### src/rtl/token_dispense_sequencer.sv
// token_dispense_sequencer
// Command sequencer in front of the colour-sorter servo block. It takes one
// request (colour + token count) at a time and turns it into spaced,
// single-cycle posRed/posGreen/posBlue/go pulses. The spacing gives the
// servo time to finish each move before it sees the next command.
// The chute colour that is currently selected is remembered, so a request
// for the same colour skips the repositioning step.

module token_dispense_sequencer #(
    parameter int unsigned POS_WAIT_TICKS  = 52000000,
    parameter int unsigned DISP_WAIT_TICKS = 102000000,
    parameter int unsigned CNT_W           = 28
) (
    input  logic       clk,
    input  logic       rst,
    input  logic       req_valid,
    input  logic [1:0] req_colour,
    input  logic [3:0] req_count,
    output logic       req_ready,
    input  logic       abort,
    output logic       posRed,
    output logic       posGreen,
    output logic       posBlue,
    output logic       go,
    output logic       busy,
    output logic       done,
    output logic [3:0] tokens_left
);

    typedef enum logic [1:0] {
        IDLE      = 2'd0,
        POS_WAIT  = 2'd1,
        DISP_WAIT = 2'd2
    } state_t;

    // Counter reload values. A wait of N ticks runs the counter from N-1
    // down to 0, and the next pulse is registered on the edge where it is 0.
    localparam logic [CNT_W-1:0] POS_LOAD  = CNT_W'(POS_WAIT_TICKS - 1);
    localparam logic [CNT_W-1:0] DISP_LOAD = CNT_W'(DISP_WAIT_TICKS - 1);
    localparam logic [CNT_W-1:0] CNT_ONE   = CNT_W'(1);

    // Colour encoding on the request bus and in cur_colour.
    localparam logic [1:0] COLOUR_NONE = 2'd0;

    // ------------------------------------------------------------------
    // State and output registers
    // ------------------------------------------------------------------
    state_t           state_q, state_d;
    logic [CNT_W-1:0] cnt_q, cnt_d;
    logic [1:0]       cur_colour_q, cur_colour_d;
    logic [3:0]       tokens_left_q, tokens_left_d;
    logic [2:0]       pos_q, pos_d;          // bit 0 red, bit 1 green, bit 2 blue
    logic             go_q, go_d;
    logic             done_q, done_d;
    logic             busy_q, busy_d;

    // ------------------------------------------------------------------
    // Request decode
    // ------------------------------------------------------------------
    logic       accept;
    logic       need_reposition;
    logic       wait_expired;
    logic [2:0] colour_hit;

    // One-hot decode of the requested colour onto the three pos lines.
    // colour 1 -> red, 2 -> green, 3 -> blue; colour 0 hits nothing.
    generate
        for (genvar gi = 0; gi < 3; gi++) begin : g_colour_dec
            assign colour_hit[gi] = (req_colour == 2'(gi + 1));
        end
    endgenerate

    // The done cycle still belongs to the finishing request (busy is high
    // there), so a new request is only taken once busy has dropped. This
    // also keeps req_ready low for the whole visible lifetime of a request.
    assign req_ready = (state_q == IDLE) && !busy_q && !rst;

    assign accept = req_valid && req_ready;

    // A move is needed only for an explicit colour that differs from the
    // one the chute is known to be at. After reset cur_colour is 0, which
    // never matches an explicit colour, so the first coloured request moves.
    assign need_reposition = (req_colour != COLOUR_NONE) &&
                             (req_colour != cur_colour_q);

    assign wait_expired = (cnt_q == '0);

    // ------------------------------------------------------------------
    // Next-state and next-output logic
    // ------------------------------------------------------------------
    // Compute the next value of every register; all pulse outputs default
    // to 0 so each pulse is exactly one cycle wide.
    always_comb begin
        state_d       = state_q;
        cnt_d         = cnt_q;
        cur_colour_d  = cur_colour_q;
        tokens_left_d = tokens_left_q;
        pos_d         = 3'b000;
        go_d          = 1'b0;
        done_d        = 1'b0;
        // busy follows the state one cycle late, which makes it cover the
        // done cycle and drop in the cycle after.
        busy_d        = (state_q != IDLE);

        case (state_q)
            IDLE: begin
                // abort has no effect here.
                if (accept) begin
                    busy_d = 1'b1;
                    if (need_reposition) begin
                        pos_d         = colour_hit;
                        cur_colour_d  = req_colour;
                        tokens_left_d = req_count;
                        cnt_d         = POS_LOAD;
                        state_d       = POS_WAIT;
                    end else if (req_count != 4'd0) begin
                        // Chute already in place: dispense straight away.
                        go_d          = 1'b1;
                        tokens_left_d = req_count - 4'd1;
                        cnt_d         = DISP_LOAD;
                        state_d       = DISP_WAIT;
                    end else begin
                        // Nothing to move and nothing to dispense.
                        done_d        = 1'b1;
                        tokens_left_d = 4'd0;
                        state_d       = IDLE;
                    end
                end
            end

            POS_WAIT,
            DISP_WAIT: begin
                // abort only cancels pending dispenses; the running wait is
                // allowed to finish because the servo is already moving.
                if (abort) begin
                    tokens_left_d = 4'd0;
                end

                if (!wait_expired) begin
                    cnt_d = cnt_q - CNT_ONE;
                end else if (!abort && (tokens_left_q != 4'd0)) begin
                    // Either the move has settled or the previous token has
                    // dropped: fire the next dispense.
                    go_d          = 1'b1;
                    tokens_left_d = tokens_left_q - 4'd1;
                    cnt_d         = DISP_LOAD;
                    state_d       = DISP_WAIT;
                end else begin
                    done_d        = 1'b1;
                    tokens_left_d = 4'd0;
                    state_d       = IDLE;
                end
            end

            default: begin
                // Unreachable encoding: fall back to a clean idle.
                state_d       = IDLE;
                cnt_d         = '0;
                tokens_left_d = 4'd0;
                busy_d        = 1'b0;
            end
        endcase
    end

    // Register every state and output bit; reset returns all of them to
    // their idle values and forgets the chute position.
    always_ff @(posedge clk) begin
        if (rst) begin
            state_q       <= IDLE;
            cnt_q         <= '0;
            cur_colour_q  <= COLOUR_NONE;
            tokens_left_q <= 4'd0;
            pos_q         <= 3'b000;
            go_q          <= 1'b0;
            done_q        <= 1'b0;
            busy_q        <= 1'b0;
        end else begin
            state_q       <= state_d;
            cnt_q         <= cnt_d;
            cur_colour_q  <= cur_colour_d;
            tokens_left_q <= tokens_left_d;
            pos_q         <= pos_d;
            go_q          <= go_d;
            done_q        <= done_d;
            busy_q        <= busy_d;
        end
    end

    // ------------------------------------------------------------------
    // Outputs
    // ------------------------------------------------------------------
    assign posRed      = pos_q[0];
    assign posGreen    = pos_q[1];
    assign posBlue     = pos_q[2];
    assign go          = go_q;
    assign done        = done_q;
    assign busy        = busy_q;
    assign tokens_left = tokens_left_q;

endmodule
### config.mk
export PLATFORM = sky130hd
export DESIGN_NAME = token_dispense_sequencer
export DESIGN_NICKNAME = d
export VERILOG_FILES = /design/src/rtl/token_dispense_sequencer.sv
export SDC_FILE = /design/constraint.sdc
export NUM_CORES = 1
export LEC_CHECK = 0
export CAP_MARGIN = 30
export CORE_MARGIN = 3
export CORE_UTILIZATION = 55
export CTS_BUF_LIST = sky130_fd_sc_hd__clkbuf_8 sky130_fd_sc_hd__clkbuf_16
export DETAILED_ROUTE_END_ITERATION = 8
export PLACE_DENSITY = 0.76
export SLEW_MARGIN = 20
export SYNTH_ARGS = -nofsm -noshare
export SYNTH_HDL_FRONTEND = slang
export SYNTH_SLANG_ARGS = --single-unit
### constraint.sdc
create_clock -name clk -period 7.8 [get_ports clk]
set_clock_uncertainty 0.1 [all_clocks]
set_input_delay 1.56 -clock clk [delete_from_list [all_inputs] [get_ports clk]]
set_output_delay 1.56 -clock clk [all_outputs]
set_load 0.03 [all_outputs]
==> impl_metrics.env, run 1 <==
export IMPL_synthTopCellsByArea="dfxtp_1 33%, a21oi_1 5.3%, nor2_1 5.2%, nor3_1 4.1%, nand3_1 3.0%"
export IMPL_ys_seq_area_share_pct=33.2
export IMPL_min_period_ps=4700
export IMPL_synth_commonest_cells="42 x dfxtp_1, 35 x nor2_1, 27 x a21oi_1"
export IMPL_path_cells="clkdlybuf4s50_1, buf_4, nor3_1, clkdlybuf4s50_1"
export IMPL_tightest_slew_ps=679
export IMPL_synth_seq_cells=42
export IMPL_worstReg2RegStart="cnt_q[0]"
export IMPL_async_flop_share_pct=0
export IMPL_grt_max_degree=29
export IMPL_drc=0
export IMPL_dieWidth_um=73.9
export IMPL_num_vias=2540
export IMPL_synth_edf_count=0
export IMPL_cts_tree="yes"
export IMPL_grt_total_usage_pct=25.1
export IMPL_grt_pass1_wl_um=10600
export IMPL_htreeDepth=2
export IMPL_clkTransAtPathRegs_ps=90
export IMPL_nNetsFinal=348
export IMPL_dpl_hpwl_um=4460
export IMPL_cp_arrival_ps=3040
export IMPL_core_area_mm2=0.00441
export IMPL_drt_antenna_violating_nets=0
export IMPL_n_antenna_cell=0
export IMPL_cp_start_kind="input pin"
export IMPL_synthDominantCellAreaShare_pct=33.2
export IMPL_hp_start="cur_colour_q[1]"
export IMPL_slew_headroom_pct=54.5
export IMPL_clock_sinks=42
export IMPL_clock_latency_ps=310
export IMPL_fin_setup_tns_ps=0
export IMPL_cts_resized=0
export IMPL_vias_per_cell=6.58
export IMPL_critPathRequiredTime_ps=6140
export IMPL_p_leak_nw=1.06
export IMPL_powerDensity_mw_per_mm2=444
export IMPL_gp_congestion=0.865
export IMPL_die_area_mm2=0.00546
export IMPL_yosysTopAreaCell="dfxtp_1"
export IMPL_grt_ovfl_total=0
export IMPL_rows=24
export IMPL_cp_slowest_cell="clkdlybuf4s50_1"
export IMPL_cts_setup_buffers=0
export IMPL_end_kind="output pin"
export IMPL_fmax_ghz=0.213
export IMPL_drv_slew=0
export IMPL_finalHoldViolCount=0
export IMPL_root_buffer="clkbuf_8"
export IMPL_synth_cells=320
export IMPL_numCtsBuffers=5
export IMPL_avgSynthCellArea_um2=7.92
export IMPL_finalWirelength_um=6490
export IMPL_yosysWarnings=0
export IMPL_path_max_fanout=28
export IMPL_critPathLaunch="rst"
export IMPL_critical_path_max_stage_delay_ps=700
export IMPL_fillCellCount=402
export IMPL_die_h_um=73.9
export IMPL_initial_utilization_pct=57.4
export IMPL_drv_cap=0
export IMPL_yosysUniqueCellTypes=56
export IMPL_synthFlopType="dfxtp_1"
export IMPL_synthesis_area_mm2=0.00253
export IMPL_ctsLongestPathBuffers=2
export IMPL_fin_crit_sh_pct=60.2
export IMPL_cpMostUsedCell="clkdlybuf4s50_1"
export IMPL_numPortBuffers=20
export IMPL_crit_type="input pin to output pin"
export IMPL_grt_pass1_vias=2323
export IMPL_synth_most_common_cell="dfxtp_1"
export IMPL_hp_class="flip-flop to flip-flop"
export IMPL_post_route_util_pct=65.0
export IMPL_dr_pass1_iters=4
export IMPL_peakVddDrop_mv=0.220
export IMPL_cts_hold_buf=0
export IMPL_rsz0062_at_grt="false"
export IMPL_status="finished clean"
export IMPL_wire_per_inst_um=16.8
export IMPL_syn_to_final_growth_pct=13.2
export IMPL_drtIter0Drc=158
export IMPL_finalSetupViolCount=0
export IMPL_antenna_found_initial=0
export IMPL_ios=21
export IMPL_layout_drive_gt1_share_pct=7.49
export IMPL_synth_nets=335
==> critical path, delay by kind of cell <==
family / cells / cell delay, ps
buffers and inverters: 3 / 1320
and+or+nand+nor: 1 / 160
==> power by group <==
group / switching, mW / internal (mW) / leakage, nW
clock network: 0.0807 / 0.128 / 0.0683
registers: 0.0741 / 0.281 / 0.345
logic: 0.441 / 0.269 / 0.650
==> flip-flops by register name, indices dropped and copies added (netlist names) <==
register and cells:
go 1, busy 1, cnt_q 28, pos_q 3
state_q 2, cur_colour_q 2, done 1, tokens_left 4
==> routing by layer <==
layer  global-route usage [%]  vias to the layer above  wire (um)  share of wire (%)
met3                     3.56                       17        461                7.1
met5                        0                        -          0                  0
met1                     32.2                     1186       2850                 44
met2                     40.7                      110       2980                 46
li1                         -                     1227          -                  -
met4                     12.7                        0        204                3.1
==> through the flow <==
step / cells / cell area, um^2 / total power, mW / setup slack, ps / hold WS [ps]
floorplan: 320 / 2530 / 0.897 / 3320 / 346
global placement: 378 / 2730 / 1.04 / 3100 / 364
detailed placement: 378 / 2730 / 1.05 / 3110 / 368
CTS: 386 / 2870 / 1.26 / 3110 / 381
global route: 386 / 2870 / 1.36 / 3020 / 407
finish: 386 / 2870 / 1.27 / 3100 / 379
==> cells in the final DEF (no fill, tap or decap), types with 3 or more instances in the layout <==
| master | n |
|---|---|
| mux2i_1 | 5 |
| dfxtp_1 | 42 |
| clkbuf_8 | 5 |
| o21a_1 | 3 |
| or2_2 | 6 |
| a21o_1 | 4 |
| o21ai_0 | 6 |
| nor2_1 | 35 |
| a311oi_1 | 5 |
| nand4_1 | 3 |
| a31oi_1 | 6 |
| nand3_1 | 15 |
| nand2_1 | 18 |
| o2bb2ai_1 | 5 |
| a21oi_1 | 27 |
| o22ai_1 | 12 |
| nand2b_1 | 6 |
| a22o_1 | 5 |
| clkdlybuf4s50_1 | 20 |
| nor2b_1 | 3 |
| inv_1 | 14 |
| nor3_1 | 21 |
| or3_1 | 10 |
| nor4_1 | 8 |
| nor3b_1 | 3 |
| ha_1 | 5 |
| xor2_1 | 5 |
==> cells by family (layout without fill, tap and decap cells) <==
kind of cell,count (synthesis),count (layout),share of synthesized area [%]
compound gates,89,89,24.3
buf+inv,29,43,5.09
flops,42,42,33.2
mux,5,5,1.98
xor+xnor,7,7,2.42
fa+ha+maj,5,5,2.47
simple gates,143,143,30.6
==> final cells by class <==
cell class,instances,area [um^2],share of cell area (%)
repair buffers,21,208,7.24
clock inverters,3,68.8,2.40
flip-flops and latches,42,841,29.3
clock buffers,5,68.8,2.40
inverters,14,52.6,1.83
well taps,52,65.1,2.27
multi-input cells,249,1560,54.5
==> worst paths after layout <==
path | depth (start not counted) | to | slack, ps
max | 4 | req_ready | 3100
min | 2 | cur_colour_q[1] | 380
max reg2reg | 8 | cnt_q[5] | 4380
min reg2reg | 2 | cur_colour_q[1] | 380
No activity file was read; power rests on OpenSTA's default activity.
==> inputs of run 2 (changes only) <==
==> constraint.sdc (replaced) <==
create_clock -name clk -period 4.7 [get_ports clk]
set_clock_uncertainty 0.1 [all_clocks]
set_input_delay 0.94 -clock clk [delete_from_list [all_inputs] [get_ports clk]]
set_output_delay 0.94 -clock clk [all_outputs]
set_load 0.03 [all_outputs]
==> impl_metrics.env, run 2 (synthesis results as in run 1) <==
export IMPL_dieWidth_um=73.9
export IMPL_root_buffer="clkbuf_8"
export IMPL_syn_to_final_growth_pct=11.8
export IMPL_finalHoldViolCount=0
export IMPL_rows=24
export IMPL_initial_utilization_pct=57.4
export IMPL_htreeDepth=2
export IMPL_regMostFlops="cnt_q"
export IMPL_p_sw_share_pct=48.5
export IMPL_fin_setup_tns_ps=0
export IMPL_grt_pass1_wl_um=10600
export IMPL_layout_commonest_cell="dfxtp_1"
export IMPL_crit_type="input pin to output pin"
export IMPL_clockPowerShare_pct=12.4
export IMPL_grt_pass1_vias=2354
export IMPL_largest_reg_flops=28
export IMPL_dr_pass1_iters=4
export IMPL_drtIter0Drc=131
export IMPL_cts_setup_buffers=0
export IMPL_numPortBuffers=20
export IMPL_grt_total_usage_pct=24.7
export IMPL_clkTransAtPathRegs_ps=80
export IMPL_p_int_mw=1.03
export IMPL_antenna_found_initial=0
export IMPL_fin_crit_sh_pct=74.2
export IMPL_drc=0
export IMPL_layout_drive_gt1_share_pct=7.76
export IMPL_status="finished clean"
export IMPL_cp_start_kind="input pin"
export IMPL_fmax_ghz=0.287
export IMPL_die_area_mm2=0.00546
export IMPL_dpl_hpwl_um=4590
export IMPL_vias_per_cell=6.45
export IMPL_p_comb_share_pct=58.3
export IMPL_grt_max_degree=22
export IMPL_slew_headroom_pct=54.1
export IMPL_cts_resized=0
export IMPL_rsz0062_at_grt="false"
export IMPL_cts_tree="yes"
export IMPL_drv_cap=0
export IMPL_hp_class="flip-flop to flip-flop"
export IMPL_nNetsFinal=349
export IMPL_drt_antenna_violating_nets=0
export IMPL_wire_per_inst_um=16.4
export IMPL_core_area_mm2=0.00441
export IMPL_finalSetupViolCount=0
export IMPL_post_route_util_pct=64.2
export IMPL_grt_ovfl_total=0
export IMPL_powerDensity_mw_per_mm2=708
export IMPL_gp_congestion=0.863
export IMPL_num_vias=2495
export IMPL_final_cell_mix="42 x dfxtp_1, 35 x nor2_1, 27 x a21oi_1"
export IMPL_tightest_slew_ps=685
export IMPL_n_antenna_cell=0
export IMPL_peakVddDrop_mv=0.386
export IMPL_path_max_fanout=10
export IMPL_power_frac_seq_pct=29.2
export IMPL_ios=21
export IMPL_min_period_ps=3490
export IMPL_drv_slew=0
export IMPL_p_sw_uw=974
export IMPL_finalWirelength_um=6350
export IMPL_numCtsBuffers=5
export IMPL_critPathRequiredTime_ps=3660
export IMPL_ctsLongestPathBuffers=2
export IMPL_die_h_um=73.9
export IMPL_p_leak_nw=1.05
export IMPL_end_kind="output pin"
export IMPL_clock_sinks=42
export IMPL_clock_latency_ps=300
export IMPL_cp_arrival_ps=2450
export IMPL_cts_hold_buf=0
[run 2: changes by cell type in the layout (fill, tap and decap cells not counted), sizes merged]
cell	before	now
buf	1	2
bufinv	2	0
clkbuf	5	6
clkinvlp	0	1
[run 2: stage by stage]
stage	cell area, um^2	hold slack, ps	setup slack (ps)	std cells	total power, mW
finish	2830	385	1210	387	2.01
global route	2830	400	1130	387	2.17
CTS	2830	384	1220	387	2.00
detailed placement	2740	371	1130	379	1.75
global placement	2740	366	1180	379	1.72
floorplan	2530	346	1460	320	1.49
[run 2: final cells by class]
cell class,count,area [um^2]
tap,52,65.1
timing repair buffer,22,215
multi-input combinational,249,1560
fill,414,1580
inverter,14,52.6
clock buffer,6,82.6
sequential,42,841
clock inverter,2,12.5
[run 2: per-layer routing]
metal / wire length, um / vias up / GRT usage, %
met5: 0 / - / 0
met4: 152 / 0 / 10.9
met1: 2750 / 1164 / 31.2
li1: - / 1225 / -
met2: 3040 / 90 / 40.9
met3: 402 / 16 / 4.38
[run 2: critical path, cell delays in order]
cell	delay, ps
clkdlybuf4s50_1	590
nor3_1	210
clkdlybuf4s50_1	700
[run 2: worst paths after layout]
path                                  from         end  slack [ps]  depth (start not counted)
worst max-delay path                   rst   req_ready        1210                          3
worst min-delay path            state_q[0]  state_q[0]         380                          2
worst max register to register    cnt_q[0]    cnt_q[2]        1450                          8
worst min register to register  state_q[0]  state_q[0]         380                          2
[run 2: power by group through the flow]
stage | registers [mW] | clock network, mW | logic, mW
4_1_cts | 0.584 | 0.251 | 1.16
2_1_floorplan | 0.593 | 0 | 0.895
5_1_grt | 0.605 | 0.266 | 1.30
3_3_place_gp | 0.588 | 0 | 1.13
6_report | 0.586 | 0.250 | 1.17
3_5_place_dp | 0.592 | 0 | 1.16
==> inputs of run 3 (changes only) <==
==> constraint.sdc (replaced) <==
create_clock -name clk -period 3.4 [get_ports clk]
set_clock_uncertainty 0.1 [all_clocks]
set_input_delay 0.68 -clock clk [delete_from_list [all_inputs] [get_ports clk]]
set_output_delay 0.68 -clock clk [all_outputs]
set_load 0.03 [all_outputs]
==> impl_metrics.env, run 3 (synthesis results as in run 1) <==
export IMPL_p_int_mw=1.43
export IMPL_power_frac_seq_pct=29.0
export IMPL_n_antenna_cell=0
export IMPL_p_sw_share_pct=48.9
export IMPL_dieWidth_um=73.9
export IMPL_clkTransAtPathRegs_ps=100
export IMPL_cp_start_kind="flip-flop"
export IMPL_nNetsFinal=354
export IMPL_clockPowerShare_pct=12.0
export IMPL_htreeDepth=2
export IMPL_grt_max_degree=22
export IMPL_fin_setup_tns_ps=0
export IMPL_peakVddDrop_mv=0.489
export IMPL_core_area_mm2=0.00441
export IMPL_cts_hold_buf=0
export IMPL_initial_utilization_pct=57.4
export IMPL_final_cell_mix="42 x dfxtp_1, 35 x nor2_1, 27 x a21oi_1"
export IMPL_ios=21
export IMPL_die_area_mm2=0.00546
export IMPL_numCtsBuffers=5
export IMPL_cts_resized=0
export IMPL_rows=24
export IMPL_min_period_ps=2950
export IMPL_drt_antenna_violating_nets=0
export IMPL_critPathRequiredTime_ps=3550
export IMPL_reg2reg_slack_ps=450
export IMPL_grt_ovfl_total=0
export IMPL_finalWirelength_um=6570
export IMPL_fin_crit_sh_pct=86.7
export IMPL_worstReg2RegStart="cnt_q[0]"
export IMPL_finalHoldViolCount=0
export IMPL_power_mw=2.80
export IMPL_grt_pass1_vias=2249
export IMPL_status="finished clean"
export IMPL_dpl_hpwl_um=4680
export IMPL_drv_slew=0
export IMPL_p_comb_share_pct=59.0
export IMPL_ctsLongestPathBuffers=2
export IMPL_fmax_ghz=0.339
export IMPL_drv_cap=0
export IMPL_path_max_fanout=10
export IMPL_p_sw_mw=1.37
export IMPL_rsz0062_at_grt="false"
export IMPL_finalSetupViolCount=0
export IMPL_gp_congestion=0.884
export IMPL_cp_arrival_ps=3100
export IMPL_crit_type="flip-flop to flip-flop"
export IMPL_tightest_slew_ps=701
export IMPL_drtIter0Drc=170
export IMPL_layout_commonest_cell="dfxtp_1"
export IMPL_hp_class="flip-flop to flip-flop"
export IMPL_wire_per_inst_um=16.8
export IMPL_p_leak_nw=1.07
export IMPL_end_kind="flip-flop"
export IMPL_dp_slack_ps=371
export IMPL_clock_sinks=42
export IMPL_fin_ws_ps=452
export IMPL_largest_reg_flops=28
export IMPL_die_h_um=73.9
export IMPL_fillCellCount=414
export IMPL_regMostFlops="cnt_q"
export IMPL_drc=0
export IMPL_grt_pass1_wl_um=10700
export IMPL_clock_latency_ps=310
export IMPL_slew_headroom_pct=52.8
export IMPL_antenna_found_initial=0
export IMPL_syn_to_final_growth_pct=13.1
export IMPL_layout_drive_gt1_share_pct=9.12
export IMPL_num_vias=2497
export IMPL_root_buffer="clkbuf_8"
export IMPL_numPortBuffers=20
export IMPL_powerDensity_mw_per_mm2=978
export IMPL_vias_per_cell=6.37
export IMPL_cts_setup_buffers=0
export IMPL_cts_tree="yes"
export IMPL_post_route_util_pct=64.9
export IMPL_grt_total_usage_pct=25.0
export IMPL_critPathLaunch="cnt_q[0]"
export IMPL_hp_start="state_q[1]"
export IMPL_dr_pass1_iters=4
run 3: critical path, stage by stage (launching register included):
cell     delay, ps
dfxtp_1        340
inv_1           80
ha_1           190
or3b_2         520
or3_1          560
nor3_1         330
nand3_1        280
nor4b_1        350
a221o_1        150
run 3: layout make-up:
cell class	count	area, um^2	area share (%)
multi-input combinational	249	1560	54.6
clock inverter	3	21.3	0.742
timing repair buffer	27	253	8.82
sequential	42	841	29.3
clock buffer	5	68.8	2.40
inverter	14	52.6	1.83
tap	52	65.1	2.27
run 3: metrics by stage:
stage	instances	hold WS, ps	area (um^2)
floorplan	320	346	2530
global placement	384	364	2780
detailed placement	384	372	2780
CTS	392	386	2870
global route	392	401	2870
finish	392	384	2870
run 3: final timing paths:
| check | end | depth (start not counted) |
|---|---|---|
| setup reg to reg | tokens_left[2] | 8 |
| setup / recovery | tokens_left[2] | 8 |
| hold reg to reg | state_q[1] | 2 |
| hold / removal | state_q[1] | 2 |
run 3: power groups by stage:
stage                     combinational (mW)  sequential, mW  clock [mW]
after floorplan                         1.24           0.820           0
after global placement                  1.60           0.815           0
after detailed placement                1.63           0.817           0
after CTS                               1.64           0.808       0.343
after global routing                    1.82           0.839       0.359
final                                   1.65           0.814       0.335
run 3: routing by layer:
metal | share of wire (%) | wire, um | global-route usage (%) | vias up
li1 | - | - | - | 1233
met1 | 43 | 2820 | 33.4 | 1135
met2 | 46 | 3030 | 40.2 | 109
met3 | 8.2 | 541 | 3.97 | 20
met4 | 2.8 | 182 | 9.46 | 0
met5 | 0 | 0 | 0 | -
